$ cat config.mk
export PLATFORM = sky130hd
export DESIGN_NAME = frequency_analyzer_sequencer
export DESIGN_NICKNAME = d
export VERILOG_FILES = /design/src/rtl/frequency_analyzer_sequencer.sv
export SDC_FILE = /design/constraint.sdc
export NUM_CORES = 1
export LEC_CHECK = 0
export CAP_MARGIN = 5
export CORE_ASPECT_RATIO = 0.7
export CORE_MARGIN = 1.5
export CORE_UTILIZATION = 40
export CTS_CLUSTER_SIZE = 8
export DETAILED_ROUTE_END_ITERATION = 6
export PLACE_DENSITY = 0.7
export SLEW_MARGIN = 15
export SYNTH_ARGS = -nofsm -noshare
export SYNTH_HDL_FRONTEND = slang
export SYNTH_SLANG_ARGS = --single-unit
$ cat constraint.sdc
create_clock -name s00_axi_aclk -period 3.6 [get_ports s00_axi_aclk]
set_input_delay 0.72 -clock s00_axi_aclk [delete_from_list [all_inputs] [get_ports s00_axi_aclk]]
set_output_delay 0.72 -clock s00_axi_aclk [all_outputs]
set_load 0.05 [all_outputs]
$ cat src/rtl/frequency_analyzer_sequencer.sv
// frequency_analyzer_sequencer: runs clear/start/window/stop measurement cycles on the analyzer,
// then reads its result registers over AXI4-Lite and streams them out.
module frequency_analyzer_sequencer #(
    parameter int C_M_AXI_ADDR_WIDTH = 10,
    parameter int C_M_AXI_DATA_WIDTH = 32,
    parameter int RESULT_BASE_ADDR = 0,
    parameter int RESULT_COUNT = 6,
    parameter int PULSE_CYCLES = 4,
    parameter int IRQ_TIMEOUT = 1000000
) (
    input  logic                          s00_axi_aclk,
    input  logic                          s00_axi_aresetn,
    input  logic                          cfg_enable,
    input  logic                          cfg_continuous,
    input  logic [31:0]                   cfg_window,
    input  logic                          err_clear,
    output logic                          an_clear,
    output logic                          an_start,
    output logic                          an_stop,
    input  logic                          an_irq,
    output logic [C_M_AXI_ADDR_WIDTH-1:0] m_axi_araddr,
    output logic [2:0]                    m_axi_arprot,
    output logic                          m_axi_arvalid,
    input  logic                          m_axi_arready,
    input  logic [C_M_AXI_DATA_WIDTH-1:0] m_axi_rdata,
    input  logic [1:0]                    m_axi_rresp,
    input  logic                          m_axi_rvalid,
    output logic                          m_axi_rready,
    output logic                          result_valid,
    input  logic                          result_ready,
    output logic [31:0]                   result_data,
    output logic [7:0]                    result_index,
    output logic                          result_last,
    output logic                          busy,
    output logic                          done,
    output logic                          timeout_error,
    output logic                          resp_error
);
    typedef enum logic [3:0] {IDLE, CLEAR, START, WINDOW, STOP, WAIT_IRQ, READ_ADDR, READ_DATA, EMIT, DONE} state_t;
    localparam logic [31:0] PULSE_LAST = 32'(PULSE_CYCLES - 1);
    localparam logic [31:0] TIMEOUT_LAST = 32'(IRQ_TIMEOUT - 1);
    localparam logic [7:0] LAST_IDX = 8'(RESULT_COUNT - 1);
    state_t state, nxt;
    logic [31:0] cnt, win;
    logic [7:0] idx, idx_n;
    logic run_start, timeout_hit, resp_hit;
    assign m_axi_arprot = 3'b000;
    assign result_index = idx;
    always_ff @(posedge s00_axi_aclk or negedge s00_axi_aresetn) begin
        if (!s00_axi_aresetn) state <= IDLE;
        else state <= nxt;
    end
    always_comb begin
        nxt = state;
        case (state)
            IDLE:      if (cfg_enable) nxt = CLEAR;
            CLEAR:     if (cnt == PULSE_LAST) nxt = START;
            START:     if (cnt == PULSE_LAST) nxt = WINDOW;
            WINDOW:    if (cnt == win - 32'd1) nxt = STOP;
            STOP:      if (cnt == PULSE_LAST) nxt = WAIT_IRQ;
            WAIT_IRQ:  nxt = an_irq ? READ_ADDR : (cnt == TIMEOUT_LAST) ? IDLE : WAIT_IRQ;
            READ_ADDR: if (m_axi_arready) nxt = READ_DATA;
            READ_DATA: if (m_axi_rvalid) nxt = EMIT;
            EMIT:      if (result_ready) nxt = result_last ? DONE : READ_ADDR;
            DONE:      nxt = (cfg_continuous && cfg_enable) ? CLEAR : IDLE;
            default:   nxt = IDLE;
        endcase
    end
    assign run_start = (nxt == CLEAR) && (state != CLEAR);
    assign timeout_hit = (state == WAIT_IRQ) && !an_irq && (cnt == TIMEOUT_LAST);
    assign resp_hit = (state == READ_DATA) && m_axi_rvalid && (m_axi_rresp != 2'b00);
    assign idx_n = (state == WAIT_IRQ) ? 8'd0 :
                   (state == EMIT && result_ready && !result_last) ? idx + 8'd1 : idx;
    // Every output is registered from the next state so strobes are glitch-free and never overlap.
    always_ff @(posedge s00_axi_aclk or negedge s00_axi_aresetn) begin
        if (!s00_axi_aresetn) begin
            cnt <= '0;
            win <= '0;
            idx <= '0;
            an_clear <= 1'b0;
            an_start <= 1'b0;
            an_stop <= 1'b0;
            m_axi_arvalid <= 1'b0;
            m_axi_araddr <= '0;
            m_axi_rready <= 1'b0;
            result_valid <= 1'b0;
            result_data <= '0;
            result_last <= 1'b0;
            busy <= 1'b0;
            done <= 1'b0;
            timeout_error <= 1'b0;
            resp_error <= 1'b0;
        end else begin
            cnt <= (nxt != state) ? 32'd0 : cnt + 32'd1;
            if (run_start) win <= (cfg_window == 32'd0) ? 32'd1 : cfg_window;
            idx <= idx_n;
            an_clear <= nxt == CLEAR;
            an_start <= nxt == START;
            an_stop <= nxt == STOP;
            m_axi_arvalid <= nxt == READ_ADDR;
            if (nxt == READ_ADDR) m_axi_araddr <= C_M_AXI_ADDR_WIDTH'(RESULT_BASE_ADDR + 4 * int'(idx_n));
            m_axi_rready <= nxt == READ_DATA;
            if (state == READ_DATA && m_axi_rvalid) result_data <= m_axi_rdata[31:0];
            result_valid <= nxt == EMIT;
            result_last <= (nxt == EMIT) && (idx_n == LAST_IDX);
            busy <= nxt != IDLE;
            done <= nxt == DONE;
            timeout_error <= timeout_hit | (timeout_error & ~err_clear);
            resp_error <= resp_hit | (resp_error & ~err_clear);
        end
    end
endmodule

==> impl_metrics.json <==
{
  "hpwlAfterDp_um": 13100,
  "slew_headroom_pct": 53.9,
  "critical_path_buf_inv_count": 2,
  "ir_drop_v": 0.000541,
  "cts_num_sinks": 127,
  "track_usage_pct": 20.1,
  "drv_cap": 0,
  "report.final.slew_viol_count": 0,
  "stdcell_area_um2": 9040,
  "drc_errors": 0,
  "cts_root_buffer": "clkbuf_16",
  "r2r_start": "win[0]$_DFFE_PN0P_",
  "endpoint_kind": "flip-flop",
  "grt_pass1_wl_um": 28600,
  "critical_path_class": "reg -> reg",
  "fin_skew_ps": 10.6,
  "synth_top_area_cell": "dfrtp_1",
  "synthMostInstantiatedCell": "dfrtp_1",
  "clk_transition_reported_paths_ps": 60,
  "cts-hold-fix-buffers": 0,
  "worstPathMaxFanout": 31,
  "yosysWarnings": 0,
  "fin_setup_tns_ps": 0,
  "antenna_found_initial": 0,
  "status": "complete, no violations",
  "grt_pass1_vias": 5341,
  "insertion_delay_ps": 410,
  "drive_gt1_share_pct": 15.4,
  "slowest_stage": "or4b_4",
  "port-buffer-count": 133,
  "postCtsSetupBuffers": 0,
  "synth_ff_type": "dfrtp_1",
  "yosys-top-cells-count": "127 x dfrtp_1, 69 x nor2_1, 65 x nand2_1",
  "synthArstFlopShare_pct": 100,
  "critPathLaunchType": "flip-flop",
  "arrival_ps": 3670,
  "syn_to_final_growth_pct": 32.4,
  "hold_ws_ps": 348,
  "syn_inst": 676,
  "cts_tree": "yes",
  "final_cells": 1051,
  "antenna_cells": 0,
  "setup_viol": 0,
  "ctsResizeCount": 0,
  "grt_remaining_overflow": 0,
  "numCtsBuffers": 17,
  "dieArea_um2": 17900,
  "avgSynthCellArea_um2": 10.1,
  "yosysTopAreaCellShare_pct": 46.6,
  "powerDensity_nw_per_um2": 807,
  "grt_max_degree": 56,
  "die_w_um": 159,
  "die_height_um": 112,
  "htreeDepth": 4,
  "synth_edf_count": 0,
  "n_fill_cell": 1508,
  "initial_utilization_pct": 41.4,
  "place_congestion": 0.868,
  "path_cells": "inv_1 -> ha_1 -> nor2b_1 -> o31ai_1 -> a31oi_1 -> a21oi_1 -> or4_1 -> or4b_4 -> o31ai_4 -> buf_12 -> nor2_1",
  "cp-startpoint": "win[0]$_DFFE_PN0P_",
  "cp_top_family": "simple AND/OR/NAND/NOR gates",
  "rsz0062_at_grt": "false",
  "min_period_over_period_pct": 93.9,
  "num_vias": 5579,
  "worstMarginPinSlew_ps": 691,
  "wire_per_inst_um": 16.4,
  "placed_cell_area_um2": 8410,
  "wl_um": 17200,
  "ios": 139,
  "synthesis.area_um2": 6830,
  "cp_data_required_time_ps": 3890,
  "leakage_nw": 3.70,
  "max_stage_delay_ps": 580,
  "core_region_area_um2": 16500,
  "period_needed_ps": 3380,
  "yosysSeqAreaShare_pct": 46.6,
  "dr.pass1.iters": 5,
  "fmax_mhz": 296,
  "num_rows": 39,
  "hp-class": "in -> async",
  "drt_iter0_markers": 421,
  "cts_buffer_depth": 2,
  "synth_area_leaders": "dfrtp_1 47%, mux2_2 11%, xnor2_1 5.8%",
  "vias_per_cell": 5.31,
  "nNetsFinal": 891,
  "synth_cell_types": 59,
  "antenna_left": 0,
  "ys_seq_elements": 127,
  "hold_viol": 0,
  "numPlacedInstances": 1019
}
==> routing by layer <==
layer	track usage, %	up-vias	part of all wire (%)
met1	31.4	2658	51
met2	27.5	224	40
met5	0	-	0
met3	4.99	19	8.1
met4	5.03	0	1.1
li1	-	2678	-
==> final timing paths <==
kind | endpoint | slack, ps | cells past startpoint
worst max-delay path | cnt[26]$_DFF_PN0_ | 220 | 11
worst min-delay path | an_stop$_DFF_PN0_ | 350 | 1
worst max register to register | cnt[26]$_DFF_PN0_ | 220 | 11
worst min register to register | m_axi_araddr[2]$_DFFE_PN0P_ | 480 | 2
max in group asynchronous | win[28]$_DFFE_PN0P_ | 2370 | 2
min in group s00_axi_aclk | m_axi_araddr[2]$_DFFE_PN0P_ | 480 | 2
==> registers in the layout (all words and copies together) (netlist names), 4 cells and up <==
register	flops
cnt	32
result_index	8
win	32
result_data	32
state	4
m_axi_araddr	8
==> kinds of logic (layout without fill, tap and decap cells) <==
| kind of cell | Yosys count | after routing | synth area share (%) |
|---|---|---|---|
| and+or+nand+nor | 290 | 290 | 22.7 |
| DFF | 127 | 127 | 46.6 |
| xor gates and xnor gates | 78 | 78 | 10.0 |
| muxes | 65 | 65 | 10.7 |
| AOI/OAI and AO/OA | 57 | 57 | 5.79 |
| buffers and inverters | 55 | 201 | 3.67 |
| adders and majority gates | 3 | 3 | 0.550 |
| other | 1 | 5 | 0.0549 |
==> cell type report <==
cell class	instances	area (um^2)	share of cell area (%)
Timing Repair Buffer	150	1470	16.3
Multi-Input combinational cell	498	3410	37.8
Clock inverter	15	196	2.17
Tap cell	225	282	3.12
Sequential cell	127	3180	35.2
Clock buffer	17	425	4.71
Inverter	19	71.3	0.789
==> per-stage QoR <==
step	util (%)	total power, mW	setup slack [ps]
2_1_floorplan	-	4.48	383
3_3_place_gp	51.0	5.44	323
3_5_place_dp	51.0	5.48	231
4_1_cts	54.8	7.32	230
5_1_grt	54.8	7.68	18.3
6_report	54.8	7.29	219
==> power breakdown <==
part / switching [mW] / internal, mW
sequential: 0.456 / 1.85
clock: 0.705 / 1.11
combinational: 1.83 / 1.33
total: 2.99 / 4.29
==> layout by cell type (no fill, tap or decap), types with 4 or more instances in the layout <==
cell | netlist | layout
a21oi_1 | 10 | 10
a31oi_1 | 4 | 4
and3_1 | 9 | 9
and4_1 | 4 | 4
buf_4 | 5 | 17
clkbuf_16 | 0 | 17
clkdlybuf4s50_1 | 0 | 132
conb_1 | 1 | 5
dfrtp_1 | 127 | 127
inv_1 | 18 | 18
inv_6 | 0 | 6
mux2_2 | 64 | 64
nand2_1 | 65 | 65
nand2b_1 | 7 | 7
nand3_1 | 21 | 21
nand3b_1 | 4 | 4
nand4_1 | 19 | 19
nand4b_1 | 6 | 6
nor2_1 | 69 | 68
nor2b_1 | 4 | 4
nor3_1 | 12 | 12
nor4_1 | 32 | 32
o21ai_0 | 17 | 17
o31ai_1 | 7 | 7
or3_1 | 12 | 12
or4_1 | 7 | 7
xnor2_1 | 45 | 45
xor2_1 | 33 | 33
Note: power is estimated with default switching activity, not from simulation.
